[src/rtl/oddp_rx.sv]
`default_nettype none
// ============================================================================
// Module   : oddp_rx
// Purpose  : Odd-parity serial frame receiver. Frame is start(0), DATA_W data
//            bits MSB first, parity, stop(1), sampled on bit_en. Recovers the
//            word and flags parity/framing errors.
// Option   : ODDP_RX_ERRCNT_EN builds an 8-bit saturating error counter;
//            without it err_cnt is tied to zero.
// Revision : 1.0 - initial release
// ============================================================================
module oddp_rx #(
  parameter int DATA_W = 4
) (
  input  logic              clk,
  input  logic              rst_n,
  input  logic              bit_en,
  input  logic              rx_in,
  output logic [DATA_W-1:0] data_out,
  output logic              valid,
  output logic              parity_err,
  output logic              frame_err,
  output logic              busy,
  output logic [7:0]        err_cnt
);

  localparam int CNT_W = $clog2(DATA_W + 1);

  typedef enum logic [1:0] {
    ST_IDLE = 2'd0,
    ST_DATA = 2'd1,
    ST_PAR  = 2'd2,
    ST_STOP = 2'd3
  } state_t;

  state_t            state_q, state_d;
  logic [CNT_W-1:0]  cnt_q, cnt_d;
  logic [DATA_W-1:0] shift_q, shift_d;
  logic              par_bad_q, par_bad_d;
  logic [DATA_W-1:0] data_out_q, data_out_d;
  logic              valid_q, valid_d;
  logic              parity_err_q, parity_err_d;
  logic              frame_err_q, frame_err_d;

  // Next-state and output decode; nothing moves unless bit_en samples the line.
  always_comb begin
    state_d      = state_q;
    cnt_d        = cnt_q;
    shift_d      = shift_q;
    par_bad_d    = par_bad_q;
    data_out_d   = data_out_q;
    valid_d      = 1'b0;
    parity_err_d = 1'b0;
    frame_err_d  = 1'b0;
    if (bit_en) begin
      unique case (state_q)
        ST_IDLE: begin
          if (!rx_in) begin
            state_d = ST_DATA;
            cnt_d   = '0;
          end
        end
        ST_DATA: begin
          // First bit received migrates up to the MSB.
          shift_d = {shift_q[DATA_W-2:0], rx_in};
          cnt_d   = cnt_q + CNT_W'(1);
          if (cnt_q == CNT_W'(DATA_W - 1)) begin
            state_d = ST_PAR;
          end
        end
        ST_PAR: begin
          // Odd parity: data plus parity bit must hold an odd count of ones.
          par_bad_d = ~((^shift_q) ^ rx_in);
          state_d   = ST_STOP;
        end
        ST_STOP: begin
          data_out_d   = shift_q;
          valid_d      = 1'b1;
          parity_err_d = par_bad_q;
          frame_err_d  = ~rx_in;
          state_d      = ST_IDLE;
        end
        default: state_d = ST_IDLE;
      endcase
    end
  end

  // State and output registers with synchronous active-low reset.
  always_ff @(posedge clk) begin
    if (!rst_n) begin
      state_q      <= ST_IDLE;
      cnt_q        <= '0;
      shift_q      <= '0;
      par_bad_q    <= 1'b0;
      data_out_q   <= '0;
      valid_q      <= 1'b0;
      parity_err_q <= 1'b0;
      frame_err_q  <= 1'b0;
    end else begin
      state_q      <= state_d;
      cnt_q        <= cnt_d;
      shift_q      <= shift_d;
      par_bad_q    <= par_bad_d;
      data_out_q   <= data_out_d;
      valid_q      <= valid_d;
      parity_err_q <= parity_err_d;
      frame_err_q  <= frame_err_d;
    end
  end

`ifdef ODDP_RX_ERRCNT_EN
  logic [7:0] err_cnt_q, err_cnt_d;

  // Count errored frames once each, saturating at 255.
  always_comb begin
    err_cnt_d = err_cnt_q;
    if (valid_d && (parity_err_d || frame_err_d) && (err_cnt_q != 8'hFF)) begin
      err_cnt_d = err_cnt_q + 8'd1;
    end
  end

  // Error counter register, cleared only by reset.
  always_ff @(posedge clk) begin
    if (!rst_n) begin
      err_cnt_q <= 8'h00;
    end else begin
      err_cnt_q <= err_cnt_d;
    end
  end

  assign err_cnt = err_cnt_q;
`else
  assign err_cnt = 8'h00;
`endif

  assign data_out   = data_out_q;
  assign valid      = valid_q;
  assign parity_err = parity_err_q;
  assign frame_err  = frame_err_q;
  assign busy       = (state_q != ST_IDLE);

endmodule
`default_nettype wire

[config.mk]
export PLATFORM = sky130hd
export DESIGN_NAME = oddp_rx
export DESIGN_NICKNAME = d
export VERILOG_FILES = /design/src/rtl/oddp_rx.sv
export SDC_FILE = /design/constraint.sdc
export NUM_CORES = 1
export LEC_CHECK = 0
export ABC_AREA = 1
export CAP_MARGIN = 40
export CORE_ASPECT_RATIO = 1.1
export CORE_MARGIN = 2
export CORE_UTILIZATION = 41
export CTS_BUF_LIST = sky130_fd_sc_hd__clkbuf_8 sky130_fd_sc_hd__clkbuf_16
export DETAILED_ROUTE_END_ITERATION = 8
export GPL_ROUTABILITY_DRIVEN = 0
export PLACE_DENSITY = 0.71
export SETUP_SLACK_MARGIN = 0.02
export SLEW_MARGIN = 10
export SYNTH_ARGS = -nofsm -noshare
export SYNTH_HDL_FRONTEND = slang
export SYNTH_SLANG_ARGS = --single-unit
[constraint.sdc]
create_clock -name clk -period 1.35 [get_ports clk]
set_input_delay 0.3375 -clock clk [delete_from_list [all_inputs] [get_ports clk]]
set_output_delay 0.3375 -clock clk [all_outputs]
set_load 0.01 [all_outputs]
### After elaboration in Yosys (flattened, before gate mapping)

Cells that the tools add are included.

| word-level totals | value |
|---|---|
| flip-flop bits (word level) | 17 |
| latch bits | 0 |
| bits in writable memories | 0 |
| memory bits (read-only) | 0 |
| input port bits | 4 |
| output and inout bits | 16 |
| word-level logic and storage cells | 35 |
| memories | 0 |

| cells by class | value |
|---|---|
| add/subtract/negate cells | 1 |
| multiply operators | 0 |
| div/mod/pow operators | 0 |
| order comparisons | 0 |
| equality and inequality tests | 6 |
| shift-type cells | 0 |
| muxes and demuxes | 6 |
| bitwise operators | 3 |
| reductions and logical operators | 11 |

Operators with widths:

| cell | count |
|---|---|
| AND reduction 3 bit | 3 |
| case mux 2 bit (4 select lines) | 1 |
| AND reduction 2 bit | 4 |
| case mux 3 bit (2 select lines) | 1 |
| == test 2 bit, second input constant | 2 |
| two-way mux 2 bit | 2 |
| inequality test 2 bit, second input constant | 2 |
| nonzero test 2 bit | 2 |
| parity 4 bit | 1 |
| adder 3 x 1 -> 3 bit, second input constant | 1 |
| == test 3 x 2 -> 1 bit, second input constant | 1 |
| two-way mux 3 bit | 1 |
| == test 2 x 1 -> 1 bit, second input constant | 1 |
| zero test 2 bit | 1 |
| NOT 1 bit | 2 |
| two-way mux 1 bit | 1 |
| bitwise XOR 1 bit | 1 |

### Logic depth before layout (Yosys ltp)

| depth | value |
|---|---|
| depth in word-level cells | 3 |
| gate-level depth with buffers | 8 |
| depth with buffers taken out | 8 |

### Worst setup path after synthesis

Ideal clock, no wire load.

| timing path | value |
|---|---|
| path type | reg-to-reg |
| start | register state_q[0] |
| end | register cnt_q[1] |
| setup time | 0.120 ns |
| arrival | 1.042 ns |
| data required time | 1.230 ns |
| path slack | 0.188 ns |
| stages on the path, launching flop included | 9 |
| path buffers | 0 |
| clock period less this slack | 1.162 ns |
| cells stage by stage | dfxtp_1 -> inv_1 -> ha_1 -> nand2_1 -> nand2_2 -> a21oi_2 -> inv_2 -> nand2_1 -> a21oi_1 |

| between the ends | value |
|---|---|
| longest elaborated chain between the ends | 3 |
| elaborated cells on any way between the ends | 6 |
| classes of those cells | eq/ne: 2; mux: 1; reduce/logical: 3 |

RTL lines:

| what | line | RTL |
|---|---|---|
| from (decl) | 35 | `state_t state_q, state_d;` |
| from (signal assigned) | 99 | `state_q <= state_d;` |
| == test 2 x 1 -> 1 bit or zero test 2 bit (tied branches) | 55 | `unique case (state_q)` |
| nonzero test 2 bit (no line) or inequality test 2 bit (tied branches) | -- |  |
| AND reduction 3 bit (no line) | -- |  |
| to (signal assigned) | 100 | `cnt_q <= cnt_d;` |
| to (decl) | 36 | `logic [CNT_W-1:0] cnt_q, cnt_d;` |

Several ways; a longest one is shown, not always the timed one.
A chain may end at the register's enable or synchronous reset.

### Worst setup path in the final report

| timing path | value |
|---|---|
| start | register state_q[1] |
| end | output busy |

| between the ends | value |
|---|---|
| longest elaborated chain between the ends | 1 |

RTL lines:

| what | line | RTL |
|---|---|---|
| nonzero test 2 bit | 139 | `assign busy = (state_q != ST_IDLE);` |
| to (decl) | 22 | `output logic busy,` |

No other way between the ends.

==> impl_results.html <==
<table>
<tr><th>Metric</th><th>Value</th></tr>
<tr><th colspan="2">Status</th></tr>
<tr><td>Run status</td><td>complete, no violations</td></tr>
<tr><th colspan="2">Finish</th></tr>
<tr><td>Area growth syn-to-layout</td><td>32.4%</td></tr>
<tr><td>Area of all placed cells without fillers</td><td>1110 um^2</td></tr>
<tr><td>Fillcell total</td><td>approximately 190</td></tr>
<tr><td>Most frequent cells in the layout</td><td>15 x sky130_fd_sc_hd__nand2_1, 15 x sky130_fd_sc_hd__dfxtp_1, 11 x sky130_fd_sc_hd__inv_1, 11 x sky130_fd_sc_hd__buf_4, 10 x sky130_fd_sc_hd__a21oi_1</td></tr>
<tr><td>Number of nets in the finished design</td><td>between 100 and 150</td></tr>
<tr><td>Layout Cells excl Fill</td><td>~160</td></tr>
<tr><td>Diodes inserted</td><td>0</td></tr>
<tr><td>Layout cell share with drive strength beyond 1</td><td>between 20% and 30%</td></tr>
<tr><th colspan="2">Placed design</th></tr>
<tr><td>Placement-stage cell area</td><td>a little over 1000 um^2</td></tr>
<tr><td>PortBufs</td><td>11</td></tr>
<tr><td>Total instance count after detailed placement</td><td>between 150 and 200</td></tr>
<tr><td>Worst setup slack after placement</td><td>-0.173 ns</td></tr>
<tr><td>Half-perimeter wire length after detailed placement</td><td>between 1 and 1.5 mm</td></tr>
<tr><th colspan="2">Synthesis</th></tr>
<tr><td>Average cell area after synthesis</td><td>~7.5 um^2</td></tr>
<tr><td>Top-area cell type share of the netlist area</td><td>roughly two fifths</td></tr>
<tr><td>Leading cell types by total area after synthesis</td><td>sky130_fd_sc_hd__dfxtp_1 41%, sky130_fd_sc_hd__ha_1 9.0%, sky130_fd_sc_hd__buf_4 7.2%</td></tr>
<tr><td>Count of state elements after synthesis</td><td>17</td></tr>
<tr><td>Syn Inst Count</td><td>around 110</td></tr>
<tr><td>Yosys synthesis warning count</td><td>0</td></tr>
<tr><td>Synthesized cell area</td><td>around 840 um^2</td></tr>
<tr><td>Post-synthesis sequential area ratio</td><td>roughly two fifths</td></tr>
<tr><td>Unique cell type count in the Yosys netlist</td><td>19</td></tr>
<tr><td>Most area-hungry cell type in the Yosys netlist</td><td>sky130_fd_sc_hd__dfxtp_1</td></tr>
<tr><th colspan="2">Worst setup path</th></tr>
<tr><td>Source of the worst register-to-register timing path</td><td>cnt_q[0]</td></tr>
<tr><td>Capture point of the worst reg-to-reg path</td><td>state_q[1]</td></tr>
<tr><td>CP startpoint kind</td><td>flop</td></tr>
<tr><td>CP required</td><td>1.01 ns</td></tr>
<tr><td>Longest individual stage delay on the worst path</td><td>roughly 0.33 ns</td></tr>
<tr><td>Worst setup slack for register-to-register paths</td><td>roughly 0.12 ns</td></tr>
<tr><td>Worst Reg-to-Reg Cells</td><td>6</td></tr>
<tr><td>Kind of capture point of the worst setup path</td><td>output pin</td></tr>
<tr><td>Critical Path Fanout Max</td><td>2</td></tr>
<tr><td>Cell with the largest stage delay on the worst path</td><td>sky130_fd_sc_hd__dfxtp_2</td></tr>
<tr><td>Cell occurring most often along the worst timing path</td><td>sky130_fd_sc_hd__inv_2</td></tr>
<tr><td>Crit path kind</td><td>flop to output pin</td></tr>
<tr><td>Cell Chain, Critical Path</td><td>inv_2 -&gt; ha_4 -&gt; inv_2 -&gt; buf_2</td></tr>
<tr><td>Crit path DAT</td><td>0.95 ns</td></tr>
<tr><th colspan="2">Clock tree</th></tr>
<tr><td>Max H-tree Level</td><td>1</td></tr>
<tr><td>CTS Sinks</td><td>17</td></tr>
<tr><td>Clock tree from TritonCTS</td><td>yes</td></tr>
<tr><td>Insertion delay of the later-clocked pin in the worst-skew pair</td><td>0.25 ns</td></tr>
<tr><td>Maximum root-to-sink buffer count</td><td>2</td></tr>
<tr><td>Root buf cell</td><td>sky130_fd_sc_hd__clkbuf_8</td></tr>
<tr><td>Hold bufs inserted after CTS</td><td>0</td></tr>
<tr><td>Number of clock buffers inserted by TritonCTS</td><td>3</td></tr>
<tr><td>Register clock-pin slew on the reported worst setup and hold paths</td><td>roughly 0.060 ns</td></tr>
<tr><td>Number of buffers added for setup after CTS</td><td>0</td></tr>
<tr><th colspan="2">Route</th></tr>
<tr><td>Remaining number of nets flagged by the antenna check after routing</td><td>0</td></tr>
<tr><td>Iteration-0 DRC Markers</td><td>15</td></tr>
<tr><td>Post-Route WL</td><td>1.57 mm</td></tr>
<tr><td>Residual DRC</td><td>0</td></tr>
<tr><td>Total via count after detailed routing</td><td>about 740</td></tr>
<tr><td>Met3 wire len</td><td>between 40 and 50 um</td></tr>
<tr><td>Post-DR wirelength/cell</td><td>about 9.6 um</td></tr>
<tr><td>Met2 wirelength from detailed routing</td><td>approximately 800 um</td></tr>
<tr><td>DR pass1 iterations</td><td>4</td></tr>
<tr><td>Per-cell via count in the routed design</td><td>4.56</td></tr>
<tr><td>Detailed-route wire length on metal 1</td><td>roughly 710 um</td></tr>
<tr><td>Highest routed metal layer</td><td>met4</td></tr>
<tr><th colspan="2">Power</th></tr>
<tr><td>Reported net switching power</td><td>around 350 uW</td></tr>
<tr><td>Internal power contribution</td><td>~870 uW</td></tr>
<tr><td>Leak</td><td>0.551 nW</td></tr>
<tr><td>Fraction of power consumed by the clock network</td><td>between 20 and 30%</td></tr>
<tr><td>Combinational share of power</td><td>approximately 25%</td></tr>
<tr><td>Worst supply voltage drop on vdd</td><td>0.675 mV</td></tr>
<tr><td>Seq pwr share</td><td>~45%</td></tr>
<tr><td>Switching power as a share of total power</td><td>between 20% and 30%</td></tr>
<tr><td>Power density over the cells</td><td>roughly 1100 nW/um^2</td></tr>
<tr><th colspan="2">Global routing</th></tr>
<tr><td>GRT Residual Overflow</td><td>0</td></tr>
<tr><td>Wire length of the first global-routing pass</td><td>roughly 2.6 mm</td></tr>
<tr><td>Total routing resource utilization after global routing</td><td>approximately 15%</td></tr>
<tr><td>Vias in the first global route</td><td>663</td></tr>
<tr><td>Number of antenna violations at the first check in global routing</td><td>0</td></tr>
<tr><td>Pin count of the biggest net entering global routing</td><td>10</td></tr>
<tr><th colspan="2">Die</th></tr>
<tr><td>Number of top-level design ports</td><td>20</td></tr>
<tr><td>Die footprint</td><td>roughly 2400 um^2</td></tr>
<tr><td>Floorplan die height</td><td>51.4 um</td></tr>
<tr><td>Core area</td><td>about 2000 um^2</td></tr>
<tr><td>Die X-Extent</td><td>47.1 um</td></tr>
<tr><td>Initial Utilization</td><td>between 40% and 50%</td></tr>
<tr><td>Standard-cell rows</td><td>17</td></tr>
<tr><th colspan="2">Timing</th></tr>
<tr><td>Post-route worst hold slack</td><td>approximately 0.45 ns</td></tr>
<tr><td>Setup violations, final</td><td>0</td></tr>
<tr><td>Worst Setup Slack, final</td><td>approximately 0.06 ns</td></tr>
<tr><td>Peak Freq</td><td>just under 0.8 GHz</td></tr>
<tr><td>Clock Skews</td><td>~0.0020 ns</td></tr>
<tr><td>Clock period minus worst slack</td><td>roughly 1.3 ns</td></tr>
<tr><td>Setup TNS after final layout</td><td>0 ns</td></tr>
<tr><td>Final cycle utilization of the critical path</td><td>95.5%</td></tr>
<tr><td>Number of hold violations in the final report</td><td>0</td></tr>
<tr><td>Final Max Slew Viols</td><td>0</td></tr>
<tr><td>Setup repair after global routing missed its margin</td><td>true</td></tr>
<tr><th colspan="2">Min path</th></tr>
<tr><td>Number of cells traversed by the worst hold path</td><td>2</td></tr>
<tr><td>End point of the worst hold path</td><td>parity_err</td></tr>
<tr><td>Hold path startpoint</td><td>par_bad_q</td></tr>
<tr><td>Worst hold-check path type</td><td>flop to flop</td></tr>
<tr><th colspan="2">Flow run</th></tr>
<tr><td>Count of maximum capacitance violations</td><td>0</td></tr>
</table>
-- area by class of cell --
type	instances	area [um^2]	area share (%)
Tap cell	28	35.0	3.16
Sequential cell	17	343	30.9
Timing Repair Buffer	22	179	16.1
Inverter	16	60.1	5.42
Clock buffer	3	41.3	3.72
Clock inverter	1	3.75	0.339
Multi-Input combinational cell	76	447	40.3
-- worst max-delay path by stage --
stage / start / endpoint / slack, ns / cells past startpoint
CTS: state_q[1] / busy / -0.08 / 4
floorplan: state_q[0] / cnt_q[1] / 0.19 / 8
finish: state_q[1] / busy / 0.06 / 4
global placement: state_q[1] / busy / -0.14 / 4
global route: state_q[1] / state_q[1] / 0.004 / 7
detailed placement: state_q[0] / busy / -0.17 / 4
-- flip-flops by register name (all words and copies together), names as in the netlist --
signal / flops
frame_err: 1
valid: 1
data_out: 4
state_q: 2
parity_err: 1
cnt_q: 3
par_bad_q: 1
shift_q: 4
-- metrics by stage --
stage	power (mW)	utilization, %
3_3_place_gp	0.814	51.9
4_1_cts	1.19	54.0
6_report	1.22	56.0
2_1_floorplan	0.722	-
5_1_grt	1.29	56.0
3_5_place_dp	0.823	51.9
-- critical path: cells and delay by family (launching register included) --
kind,cells,cell delay (ns)
fa+ha+maj,1,0.15
flops,1,0.33
buf+inv,3,0.22
-- cells in the mapped netlist (all sizes together) --
master / number
ha: 6
clkbuf: 1
dfxtp: 17
nand3: 5
o21ai: 11
xnor2: 1
conb: 1
inv: 16
nor2: 12
xor2: 1
nand2: 18
a21oi: 11
buf: 8
nor3: 3
-- layer usage --
metal	up-vias	track usage [%]
li1	383	-
met4	0	8.33
met3	2	2.12
met5	-	0
met2	17	26.0
met1	341	16.4
-- logic make-up after synthesis --
kind of cell,count (synthesis),share of synthesized area (%)
and+or+nand+nor,38,19.4
buffers and inverters,25,14.8
AOI/OAI and AO/OA,22,13.6
DFF,17,40.7
adders and majority gates,6,8.97
xor gates and xnor gates,2,2.09
other,1,0.448
-- power by group through the flow --
stage | Sequential (mW) | Combinational [mW] | Clock [mW]
3_5_place_dp | 0.557 | 0.266 | 0
6_report | 0.550 | 0.302 | 0.363
3_3_place_gp | 0.557 | 0.257 | 0
4_1_cts | 0.547 | 0.267 | 0.378
2_1_floorplan | 0.560 | 0.162 | 0
5_1_grt | 0.552 | 0.342 | 0.395
-- timing repair --
| action | 4_1_cts | 5_1_grt |
|---|---|---|
| pin swaps | 0 | 2 |
| resized for setup | 13 | 15 |
| endpoints found under the setup margin | 8 | 6 |
No activity file was read; power rests on OpenSTA's default activity.
